$ cat config.mk
export PLATFORM = sky130hd
export DESIGN_NAME = vga_timing_gen
export DESIGN_NICKNAME = d
export VERILOG_FILES = /design/src/rtl/vga_timing_gen_pkg.sv /design/src/rtl/vga_sync_delay.sv /design/src/rtl/vga_timing_gen.sv
export SDC_FILE = /design/constraint.sdc
export NUM_CORES = 1
export LEC_CHECK = 0
export CAP_MARGIN = 20
export CORE_UTILIZATION = 53
export DETAILED_ROUTE_END_ITERATION = 6
export PLACE_DENSITY = 0.85
export SYNTH_ARGS = -nofsm -noshare
export SYNTH_HDL_FRONTEND = slang
export SYNTH_SLANG_ARGS = --single-unit
$ cat constraint.sdc
create_clock -name clk_i -period 3.04 [get_ports clk_i]
set_clock_uncertainty 0.05 [all_clocks]
set_input_delay 0.304 -clock clk_i [delete_from_list [all_inputs] [get_ports clk_i]]
set_output_delay 0.304 -clock clk_i [all_outputs]
set_load 0.01 [all_outputs]
$ cat src/rtl/vga_timing_gen_pkg.sv
// Shared definitions for the VGA raster timing generator: default 640x480@60 timing,
// run-state encoding and a width helper for the counters.
package vga_timing_pkg;

    localparam int DEF_CLK_DIV  = 4;
    localparam int DEF_H_ACTIVE = 640;
    localparam int DEF_H_FP     = 16;
    localparam int DEF_H_SYNC   = 96;
    localparam int DEF_H_BP     = 48;
    localparam int DEF_V_ACTIVE = 480;
    localparam int DEF_V_FP     = 10;
    localparam int DEF_V_SYNC   = 2;
    localparam int DEF_V_BP     = 33;
    localparam int DEF_PIPE_DLY = 2;

    typedef enum logic [1:0] {
        IDLE  = 2'd0,
        RUN   = 2'd1,
        DRAIN = 2'd2
    } state_e;

    // Bits needed to hold 0..v-1, never less than one.
    function automatic int clog2w(input int v);
        int r;
        r = 0;
        for (int i = 0; i < 31; i++) begin
            if ((1 << i) < v) r = i + 1;
        end
        return (r == 0) ? 1 : r;
    endfunction

endpackage

$ cat src/rtl/vga_sync_delay.sv
// Fixed-depth shift register that lines up de/hsync/vsync with the pixel pipeline;
// reset loads every stage with the inactive pattern so pins stay quiet.
module vga_sync_delay #(
    parameter int               WIDTH   = 3,
    parameter int               DEPTH   = 1,
    parameter logic [WIDTH-1:0] RST_VAL = '0
) (
    input  logic             clk_i,
    input  logic             rst_i,
    input  logic [WIDTH-1:0] d_i,
    output logic [WIDTH-1:0] q_o
);

    logic [DEPTH-1:0][WIDTH-1:0] pipe_q;

    always_ff @(posedge clk_i or posedge rst_i) begin
        if (rst_i) begin
            pipe_q <= {DEPTH{RST_VAL}};
        end else begin
            pipe_q[0] <= d_i;
            for (int i = 1; i < DEPTH; i++) begin
                pipe_q[i] <= pipe_q[i-1];
            end
        end
    end

    assign q_o = pipe_q[DEPTH-1];

endmodule

$ cat src/rtl/vga_timing_gen.sv
// Parametrised VGA raster timing generator on the system clock with a pixel-tick enable;
// starts/stops on frame boundaries and delays de/syncs to match the pixel pipeline.
module vga_timing_gen
    import vga_timing_pkg::*;
#(
    parameter int   CLK_DIV   = DEF_CLK_DIV,
    parameter int   H_ACTIVE  = DEF_H_ACTIVE,
    parameter int   H_FP      = DEF_H_FP,
    parameter int   H_SYNC    = DEF_H_SYNC,
    parameter int   H_BP      = DEF_H_BP,
    parameter int   V_ACTIVE  = DEF_V_ACTIVE,
    parameter int   V_FP      = DEF_V_FP,
    parameter int   V_SYNC    = DEF_V_SYNC,
    parameter int   V_BP      = DEF_V_BP,
    parameter logic HSYNC_POL = 1'b0,
    parameter logic VSYNC_POL = 1'b0,
    parameter int   PIPE_DLY  = DEF_PIPE_DLY,
    localparam int  H_TOTAL   = H_ACTIVE + H_FP + H_SYNC + H_BP,
    localparam int  V_TOTAL   = V_ACTIVE + V_FP + V_SYNC + V_BP,
    localparam int  HW        = clog2w(H_TOTAL),
    localparam int  VW        = clog2w(V_TOTAL)
) (
    input  logic          clk_i,
    input  logic          rst_i,
    input  logic          en_i,
    output logic          pix_tick_o,
    output logic [HW-1:0] h_cnt_o,
    output logic [VW-1:0] v_cnt_o,
    output logic          valid_o,
    output logic          line_start_o,
    output logic          frame_start_o,
    output logic          de_o,
    output logic          hsync_o,
    output logic          vsync_o
);

    localparam int            DW       = clog2w(CLK_DIV);
    localparam logic [DW-1:0] DIV_LAST = DW'(CLK_DIV - 1);
    localparam logic [HW-1:0] H_LAST   = HW'(H_TOTAL - 1);
    localparam logic [VW-1:0] V_LAST   = VW'(V_TOTAL - 1);
    localparam logic [HW-1:0] H_ACT    = HW'(H_ACTIVE);
    localparam logic [VW-1:0] V_ACT    = VW'(V_ACTIVE);
    localparam logic [HW-1:0] HS_BEG   = HW'(H_ACTIVE + H_FP);
    localparam logic [HW-1:0] HS_END   = HW'(H_ACTIVE + H_FP + H_SYNC - 1);
    localparam logic [VW-1:0] VS_BEG   = VW'(V_ACTIVE + V_FP);
    localparam logic [VW-1:0] VS_END   = VW'(V_ACTIVE + V_FP + V_SYNC - 1);
    localparam logic [2:0]    DLY_RST  = {1'b0, ~HSYNC_POL, ~VSYNC_POL};

    state_e        state_q, state_d;
    logic [DW-1:0] div_q, div_d;
    logic          tick_q, tick_d;
    logic [HW-1:0] h_q, h_d;
    logic [VW-1:0] v_q, v_d;
    logic          valid_q, valid_d;
    logic          ls_q, ls_d;
    logic          fs_q, fs_d;
    logic          run_d, hs_d, vs_d, last_pix;
    logic [2:0]    dly_in, dly_out;

    // Free-running divider; the tick register is aligned with the cycle whose count is CLK_DIV-1.
    always_comb begin
        div_d  = (div_q == DIV_LAST) ? '0 : div_q + 1'b1;
        tick_d = (div_d == DIV_LAST);
    end

    always_comb begin
        state_d  = state_q;
        h_d      = h_q;
        v_d      = v_q;
        last_pix = (h_q == H_LAST) && (v_q == V_LAST);
        if (tick_q) begin
            unique case (state_q)
                IDLE:    if (en_i) state_d = RUN;
                // A stop request on the very last pixel has nothing left to drain.
                RUN:     if (!en_i) state_d = last_pix ? IDLE : DRAIN;
                DRAIN:   if (en_i) state_d = RUN;
                         else if (last_pix) state_d = IDLE;
                default: state_d = IDLE;
            endcase
            if (state_q != IDLE) begin
                if (h_q == H_LAST) begin
                    h_d = '0;
                    v_d = (v_q == V_LAST) ? '0 : v_q + 1'b1;
                end else begin
                    h_d = h_q + 1'b1;
                end
            end
        end
    end

    // Flags are decoded from next-state values so the registered copies line up with h_q/v_q.
    always_comb begin
        run_d   = (state_d != IDLE);
        valid_d = run_d && (h_d < H_ACT) && (v_d < V_ACT);
        hs_d    = run_d && (h_d >= HS_BEG) && (h_d <= HS_END);
        vs_d    = run_d && (v_d >= VS_BEG) && (v_d <= VS_END);
        ls_d    = tick_d && run_d && (h_d == '0);
        fs_d    = ls_d && (v_d == '0);
        dly_in  = {valid_d, hs_d ^ ~HSYNC_POL, vs_d ^ ~VSYNC_POL};
    end

    always_ff @(posedge clk_i or posedge rst_i) begin
        if (rst_i) begin
            state_q <= IDLE;
            div_q   <= '0;
            tick_q  <= 1'b0;
            h_q     <= '0;
            v_q     <= '0;
            valid_q <= 1'b0;
            ls_q    <= 1'b0;
            fs_q    <= 1'b0;
        end else begin
            state_q <= state_d;
            div_q   <= div_d;
            tick_q  <= tick_d;
            h_q     <= h_d;
            v_q     <= v_d;
            valid_q <= valid_d;
            ls_q    <= ls_d;
            fs_q    <= fs_d;
        end
    end

    // Stage 0 is the registered copy aligned with the counters; PIPE_DLY more stages follow.
    vga_sync_delay #(
        .WIDTH  (3),
        .DEPTH  (PIPE_DLY + 1),
        .RST_VAL(DLY_RST)
    ) u_sync_delay (
        .clk_i(clk_i),
        .rst_i(rst_i),
        .d_i  (dly_in),
        .q_o  (dly_out)
    );

    assign pix_tick_o    = tick_q;
    assign h_cnt_o       = h_q;
    assign v_cnt_o       = v_q;
    assign valid_o       = valid_q;
    assign line_start_o  = ls_q;
    assign frame_start_o = fs_q;
    assign de_o          = dly_out[2];
    assign hsync_o       = dly_out[1];
    assign vsync_o       = dly_out[0];

endmodule

== Word-level counts from Yosys, hierarchy flattened ==
Cells that the tools add are included.

* $add $sub $neg: 3
* Order comparisons: 6
* Equal/unequal tests: 6
* Muxes and demuxes: 15
* Bitwise operators: 2
* Reductions and logical operators: 15

{| class="wikitable"
|+ Operators by type and width
! operator !! count
|-
| $mux W10 || 7
|-
| $add A10 B1 Y10 const B || 2
|-
| $eq A10 B10 Y1 const B || 2
|-
| $logic_not A10 Y1 || 2
|-
| $mux W2 || 7
|-
| $ge A10 B10 Y1 const B || 1
|-
| $ge A10 B9 Y1 const B || 1
|-
| $le A10 B10 Y1 const B || 1
|-
| $le A10 B9 Y1 const B || 1
|-
| $logic_and A1 B1 Y1 || 10
|-
| $lt A10 B10 Y1 const B || 1
|-
| $lt A10 B9 Y1 const B || 1
|-
| $eq A2 B2 Y1 const B || 3
|-
| $pmux W2 S3 || 1
|-
| $reduce_bool A2 Y1 || 2
|-
| $add A2 B1 Y2 const B || 1
|-
| $eq A2 B1 Y1 const B || 1
|-
| $logic_not A2 Y1 || 1
|-
| $not A1 Y1 || 2
|}

* Register bits after elaboration: 37
* Bits of input ports: 3
* Output and inout port bits: 27
* Word-level logic and storage cells: 58

== Depth between registers and ports, before layout ==
Gate-level depths: netlist of run 1.

* Depth after elaboration: 10
* Mapped depth: 8
* Gate-level depth less buffers: 8

== By module ==
A second synthesis of run 1 with hierarchy kept.

* Cells, all modules: 204
* Area, all modules: 1,993.2 sq um

{| class="wikitable"
|+ Modules (own cells, without submodules)
! module !! times used !! cells an instance !! area an instance (sq um) !! sequential area each (sq um)
|-
| vga_timing_gen || 1 || 191 || 1,734.2 || 700.7
|-
| vga_sync_delay || 1 || 13 || 259.0 || 232.7
|}

== Least setup slack after synthesis of run 1 ==
Ideal clock, no wire load.

* Path type: reg2reg
* Start point: register v_q[0], in the netlist v_cnt_o[0]
* End point: register fs_q, in the netlist frame_start_o
* Library setup time: 0.101 ns
* Arrival: 2.248 ns
* Required time: 2.889 ns
* Path slack: 0.641 ns
* Stages on the path, launching flop included: 9
* Buffers on the path: 0
* Period minus slack after synthesis: 2.399 ns
* Cells stage by stage: dfrtp_1 inv_1 ha_1 nor2b_1 nand4_1 o22ai_1 a221o_1 or4b_1 nor4_1

* Cells in the longest elaborated chain, start to end: 10
* Elaborated cells on any way between the ends: 18
* Classes of those cells: add/sub (1); eq/ne (1); mux (10); reduce/logical (6)

{| class="wikitable"
|+ Ends and longest elaborated chain
! item !! line !! text
|-
| start: declaration || vga_timing_gen.sv:53 || <nowiki>logic [VW-1:0] v_q, v_d;</nowiki>
|-
| start signal: assignment || vga_timing_gen.sv:117 || <nowiki>v_q <= v_d;</nowiki>
|-
| parallel branches: the longest is 9 deep, another holds $add A10 B1 Y10 || - ||
|-
| $logic_and A1 B1 Y1 * || vga_timing_gen.sv:98 || <nowiki>fs_d = ls_d && (v_d == '0);</nowiki>
|-
| net fs_d || vga_timing_gen.sv:56 || <nowiki>logic fs_q, fs_d;</nowiki>
|-
| end signal: assignment || vga_timing_gen.sv:120 || <nowiki>fs_q <= fs_d;</nowiki>
|-
| end: declaration || vga_timing_gen.sv:56 ||
|}

Mark *: on every way through the listed nets, which the timed path passes.

== Final worst setup path of run 1 ==
* Start point: register h_q[0], in the netlist h_cnt_o[0]
* End point: register u_sync_delay.pipe_q[0] (netlist bit)

* Elaborated cells on any way between the ends: 17
* Classes of those cells: order compare (2); eq/ne (1); mux (9); bitwise (1); reduce/logical (4)

{| class="wikitable"
|+ RTL lines
! item !! line !! text
|-
| start: declaration || vga_timing_gen.sv:52 || <nowiki>logic [HW-1:0] h_q, h_d;</nowiki>
|-
| start signal: assignment || vga_timing_gen.sv:107 || <nowiki>h_q <= '0;</nowiki>
|-
| start signal: assignment || vga_timing_gen.sv:116 || <nowiki>h_q <= h_d;</nowiki>
|-
| $eq A10 B10 Y1 * || vga_timing_gen.sv:81 || <nowiki>if (h_q == H_LAST) begin</nowiki>
|-
| $mux W10 * || vga_timing_gen.sv:81 ||
|-
| $mux W10 * || vga_timing_gen.sv:80 || <nowiki>if (state_q != IDLE) begin</nowiki>
|-
| $mux W10 * || vga_timing_gen.sv:71 || <nowiki>if (tick_q) begin</nowiki>
|-
| net v_d[5] || vga_timing_gen.sv:53 ||
|-
| $ge A10 B9 Y1 || vga_timing_gen.sv:96 || <nowiki>vs_d = run_d && (v_d >= VS_BEG) && (v_d <= VS_END);</nowiki>
|-
| $logic_and A1 B1 Y1 || vga_timing_gen.sv:96 ||
|-
| $logic_and A1 B1 Y1 * || vga_timing_gen.sv:96 ||
|-
| $not A1 Y1 (no source line) * || - ||
|-
| net dly_in[0] || vga_timing_gen.sv:58 || <nowiki>logic [2:0] dly_in, dly_out;</nowiki>
|-
| end signal: assignment || vga_sync_delay.sv:18 || <nowiki>pipe_q <= {DEPTH{RST_VAL}};</nowiki>
|-
| end signal: indexed assignment || vga_sync_delay.sv:22 || <nowiki>pipe_q[i] <= pipe_q[i-1];</nowiki>
|-
| end: declaration || vga_sync_delay.sv:14 || <nowiki>logic [DEPTH-1:0][WIDTH-1:0] pipe_q;</nowiki>
|}

Mark *: on every way through the listed nets, which the timed path passes. The rest lies on a longest branch.

==> run metrics, run 1 <==
status complete, no violations; met3 GRT Util 4.93%; Rows 21; overall die width 62.6 µm; number of enable flip-flop cells after synthesis 0; clock slew at reported path FFs 80 ps; RePlAce Congestion 0.894; final hold violations 0; starting density of the core 56.6%; share of layout cells above drive strength 1 12.9%; via count 1654; Layout area overhead 22.5%; Max IR drop VDD 0.265 mV; clock sinks 36; Main synth FF type dfrtp_1; FMAX 0.366 GHz; Leak 1.01 nW; #FFs+latches synth 36; synth top area cells dfrtp_1, dfstp_2, nand2_1; register share of total power 49.9%; area share of the largest cell type after synthesis 38.5%; PD cells 504 nW/µm²; final setup margin 309 ps; met2 usage 35.6%; clock network power share 27.3%; unrepaired setup endpoints after global routing no; Yosys top cell by area dfrtp_1; TritonCTS clock tree done; final count of negative-setup-slack endpoints 0; core box area 3440 µm²; Synth top cells by count dfrtp_1, nand2_1, o21ai_0, nor2_1, inv_1; synthesized area per cell 9.90 µm²; Cell Area, Synth 1950 µm²; vias in the first global route 1548; postcts setup bufs 0; full die area 3920 µm²; Worst EP required 3200 ps; Internal 0.000829 W; clk_lat worst skew 290 ps; final critical-path share of the clock period 89.8%; DRC viols 0; relative slew slack 56.2%; Net Count, Synth 205; final max-slew violation count 0; Layout Cells excl Fill 278; First-pass DRT Iterations 4; crit end category flop; gr busiest metal met2; synthesized instance count 197; Gate power share 22.8%; Post-DP HPWL 3030 µm; YS warnings 0; Via density 5.95; TritonCTS Buffers 5; routing usage on met1 32.6%; Detailed Route WL 4170 µm; ant diodes 0; sw frac 31.0%; initial DRC count 81; CP arrival 2890 ps; CTS root buffer clkbuf_8; slew of the pin with the lowest slew margin 653 ps; largest net degree at the start of global routing 37; antenna violations before repair 0; Worst setup SP type flop; post-layout util 69.4%; Final #Nets 239; Routed Antenna Nets 0; post-synthesis sequential area ratio 46.6%; Hold/Removal Path Class reg -> reg; clock buffer depth 2; max-cap viol count 0; Port Buffers 29; htree depth 2; die extent in y 62.6 µm; Top-Level Pins 30; WL/cell 15.0 µm; hold bufs inserted after CTS 0; minimum clock period 2730 ps; Place WS 380 ps; filler cell count 263; critical path class reg -> reg; async set or reset register ratio after synthesis 100%; net switching power 0.000373 W; total chip power 0.00120 W; first-pass GRT wire length 7140 µm; Fin Setup TNS 0 ps; Max Fanout on Critical Path 12; Resize count post-CTS 0; gr ovfl total 0; post-synth cell types 56; most frequent cell after synthesis dfrtp_1; Tot GR Track Use 23.6%; placed cells 270
[power groups by stage]
stage | Combinational [W] | Sequential, W | Clock, W
finish | 0.000274 | 0.000600 | 0.000328
detailed placement | 0.000273 | 0.000607 | 0
floorplan | 0.000163 | 0.000597 | 0
global route | 0.000301 | 0.000611 | 0.000363
CTS | 0.000275 | 0.000598 | 0.000338
global placement | 0.000268 | 0.000603 | 0
[placed cells by master, fill, tap and decap left out, types with 2 or more instances in the layout]
| cell type | netlist | layout |
|---|---|---|
| nor2b_1 | 3 | 3 |
| ha_1 | 5 | 5 |
| nand3_1 | 8 | 8 |
| or4b_1 | 2 | 2 |
| or3_1 | 3 | 3 |
| a21boi_0 | 2 | 2 |
| nor3_1 | 3 | 3 |
| o31ai_1 | 4 | 4 |
| nor2_1 | 11 | 11 |
| dfrtp_1 | 30 | 30 |
| xnor2_1 | 7 | 7 |
| and3_1 | 4 | 4 |
| clkinv_2 | 0 | 2 |
| nand2_1 | 21 | 21 |
| and4_1 | 2 | 2 |
| nor4_1 | 4 | 4 |
| xor2_1 | 3 | 3 |
| o2111ai_1 | 2 | 2 |
| dfstp_2 | 6 | 6 |
| o21a_1 | 2 | 2 |
| buf_4 | 1 | 5 |
| inv_1 | 10 | 10 |
| and2_1 | 2 | 2 |
| clkbuf_8 | 0 | 5 |
| a21o_1 | 2 | 2 |
| clkdlybuf4s50_1 | 0 | 29 |
| a21oi_1 | 5 | 5 |
| nand4_1 | 5 | 5 |
| o21ai_0 | 13 | 13 |
| nor3b_1 | 5 | 5 |
[flip-flops by register name, summed over array words and instances, names as in the netlist]
name,count
u_sync_delay.q_o,3
line_start_o,1
state_q,2
div_q,2
h_cnt_o,10
valid_o,1
v_cnt_o,10
u_sync_delay.pipe_q,5
pix_tick_o,1
frame_start_o,1
[worst paths after layout]
kind,depth (start not counted),slack (ps),start,to
max,7,310,h_cnt_o[0]$_DFF_PP0_,u_sync_delay.pipe_q[0]$_DFF_PP1_
min,0,300,u_sync_delay.pipe_q[5]$_DFF_PP0_,u_sync_delay.q_o[2]$_DFF_PP0_
max reg2reg,7,310,h_cnt_o[0]$_DFF_PP0_,u_sync_delay.pipe_q[0]$_DFF_PP1_
min reg2reg,0,300,u_sync_delay.pipe_q[5]$_DFF_PP0_,u_sync_delay.q_o[2]$_DFF_PP0_
max in group asynchronous,3,2230,rst_i,u_sync_delay.q_o[1]$_DFF_PP1_
min in group asynchronous,3,370,rst_i,v_cnt_o[6]$_DFF_PP0_
[cell type report]
type                       instances  area (µm²)  area share, %
clock buffer                       5        68.8           2.88
multi-input combinational        144         968           40.6
tap                               46        57.6           2.41
sequential                        36         908           38.1
inverter                          10        37.5           1.57
clock inverter                     3        18.8          0.786
timing repair buffer              34         328           13.7
[cells by family (layout without fill, tap and decap cells)]
kind of cell               count (synthesis)  in the layout  share of synthesized area, %
xor gates and xnor gates                  11             11                          5.33
buffers and inverters                     17             52                          3.72
and+or+nand+nor                           82             82                          24.5
muxes                                      1              1                         0.513
adders and majority gates                  5              5                          3.21
AOI/OAI and AO/OA                         45             45                          16.2
DFF                                       36             36                          46.6
[critical path: stages (launching register included)]
cell     delay [ps]
dfrtp_1         460
ha_1            270
nand3_2         160
nor4_4          530
and3_2          350
xor2_2          170
nand4_1         130
or4b_1          530
[layer usage]
layer	share of wire, %	wire length [µm]
met1	45	1880
met4	2.4	98
met3	5.1	212
met2	47	1970
met5	0	0
[per-stage QoR]
| stage | hold WS (ps) | instance area (µm²) |
|---|---|---|
| floorplan | 281 | 1950 |
| global placement | 286 | 2300 |
| detailed placement | 292 | 2300 |
| CTS | 308 | 2390 |
| global route | 310 | 2390 |
| finish | 304 | 2390 |
Note: power is estimated with default switching activity, not from simulation.
==> run 2, diff against run 1 <==
--- a/config.mk
+++ b/config.mk
@@ -5,10 +5,11 @@
 export SDC_FILE = /design/constraint.sdc
 export NUM_CORES = 1
 export LEC_CHECK = 0
-export CAP_MARGIN = 20
+export CAP_MARGIN = 30
 export CORE_UTILIZATION = 53
 export DETAILED_ROUTE_END_ITERATION = 6
 export PLACE_DENSITY = 0.85
+export RECOVER_POWER = 100
 export SYNTH_ARGS = -nofsm -noshare
 export SYNTH_HDL_FRONTEND = slang
 export SYNTH_SLANG_ARGS = --single-unit
==> run 2 against run 1 <==
The flow now finishes with violations (capacitance limit, slew limit). Sequential share of layout area rose by 0.30 points. Die area did not move. Count of clock-buffer cells in the layout did not move. Core utilization fell by 0.55 points. Largest power group unchanged.
==> run metrics, run 2 (same netlist as run 1, synthesis figures left out) <==
status finished with violations; failing checks capacitance limit, slew limit; die extent in y 62.6 µm; Fin Setup TNS 0 ps; largest net degree at the start of global routing 37; unrepaired setup endpoints after global routing no; first-pass GRT wire length 7140 µm; clock sinks 36; commonest cells after routing, fill and taps aside dfrtp_1, dlygate4sd3_1, nand2_1, o21ai_0, nor2_1; antenna violations before repair 0; crit path cell chain ha_1, nand3_2, nor4_4, and3_2, xor2_1, nand4_1, or4b_1; Final #Nets 239; post-layout instance area 2370 µm²; Resize count post-CTS 0; Rows 21; critical path class reg -> reg; Max Fanout on Critical Path 12; First-pass DRT Iterations 4; TritonCTS Buffers 5; via count 1639; gr ovfl total 0; share of layout cells above drive strength 1 11.2%; Leak 1.06 nW; Slowest Stage Delay on Critical Path 530 ps; Detailed Route WL 4110 µm; most common cell after layout, fill and taps aside dfrtp_1; CTS root buffer clkbuf_8; core box area 3440 µm²; WL/cell 14.8 µm; final max-slew violation count 37; DR top layer met4; cell area after placement 2300 µm²; TritonCTS clock tree done; full die area 3920 µm²; Hold/Removal Path Class reg -> reg; Layout area overhead 21.5%; relative slew slack -20.0%; Port Buffers 29; final critical-path share of the clock period 90.6%; PD cells 498 nW/µm²; Slowest-stage cell, CP or4b_1; Routed met1 length 1840 µm; hold bufs inserted after CTS 0; Routed Antenna Nets 0; Via density 5.90; postcts setup bufs 0; final count of negative-setup-slack endpoints 0; Max IR drop VDD 0.263 mV; htree depth 2; slew of the pin with the lowest slew margin 1800 ps; final hold violations 0; Top-Level Pins 30; max-cap viol count 1; Worst EP required 3200 ps; met2 WL 1970 µm; clk_lat worst skew 290 ps; clock slew at reported path FFs 70 ps; ant diodes 0; met3 wire len 210 µm; starting density of the core 56.6%; initial DRC count 108; Tot GR Track Use 23.6%; minimum clock period 2750 ps; CP arrival 2910 ps; clock buffer depth 2; crit end category flop; DRC viols 0; Worst setup SP type flop; RePlAce Congestion 0.894; filler cell count 267; Post-DP HPWL 3030 µm; vias in the first global route 1548; overall die width 62.6 µm; FMAX 0.363 GHz
[run 2: changes by cell type in the layout (fill, tap and decap cells not counted), sizes merged]
| cell | change |
|---|---|
| dlygate4sd3 | +28 |
| clkdlybuf4s50 | -28 |
| clkbuf | +3 |
| buf | -3 |
[run 2: cell type report]
class | instances | area (µm²) | share of cell area [%]
inverter | 10 | 37.5 | 1.58
multi-input combinational | 144 | 961 | 40.6
sequential | 36 | 908 | 38.4
clock inverter | 3 | 18.8 | 0.792
timing repair buffer | 34 | 317 | 13.4
clock buffer | 5 | 68.8 | 2.91
tap | 46 | 57.6 | 2.43
[run 2: layer usage]
metal	vias to the layer above	GRT usage, %
li1	787	-
met1	784	32.6
met2	57	35.6
met3	11	4.93
met4	0	11.0
met5	-	0
[run 2: through the flow]
step                      worst slack (ps)  util [%]  total power [W]  hold WS (ps)  cells
final                                  285      68.8          0.00118           304    278
after CTS                              352      69.4          0.00121           308    278
after global placement                 428      66.8         0.000871           286    270
after global routing                  58.7      68.8          0.00125           310    278
after detailed placement               380      66.8         0.000881           292    270
after floorplan                        641         -         0.000760           281    197
[run 2: worst paths after layout]
| path | start | end | slack [ps] | cells after the start |
|---|---|---|---|---|
| setup / recovery | h_cnt_o[0]$_DFF_PP0_ | u_sync_delay.pipe_q[0]$_DFF_PP1_ | 290 | 7 |
| hold / removal | u_sync_delay.pipe_q[5]$_DFF_PP0_ | u_sync_delay.q_o[2]$_DFF_PP0_ | 300 | 0 |
| setup reg to reg | h_cnt_o[0]$_DFF_PP0_ | u_sync_delay.pipe_q[0]$_DFF_PP1_ | 290 | 7 |
| hold reg to reg | u_sync_delay.pipe_q[5]$_DFF_PP0_ | u_sync_delay.q_o[2]$_DFF_PP0_ | 300 | 0 |
| max in group asynchronous | rst_i | h_cnt_o[1]$_DFF_PP0_ | 850 | 3 |
| min in group asynchronous | rst_i | v_cnt_o[6]$_DFF_PP0_ | 1060 | 3 |
[run 2: power breakdown]
group | total, W | internal, W | switching [W] | leakage, nW
logic | 0.000254 | 0.000123 | 0.000131 | 0.557
registers | 0.000599 | 0.000528 | 0.0000709 | 0.457
clock network | 0.000327 | 0.000159 | 0.000168 | 0.0479
[run 2: critical path: cells and delay by family, from the launching register on]
kind                     cells  cell delay (ps)
XOR/XNOR                     1              210
adder cells (fa/ha/maj)      1              270
flip-flops                   1              460
AND/OR/NAND/NOR              5             1690
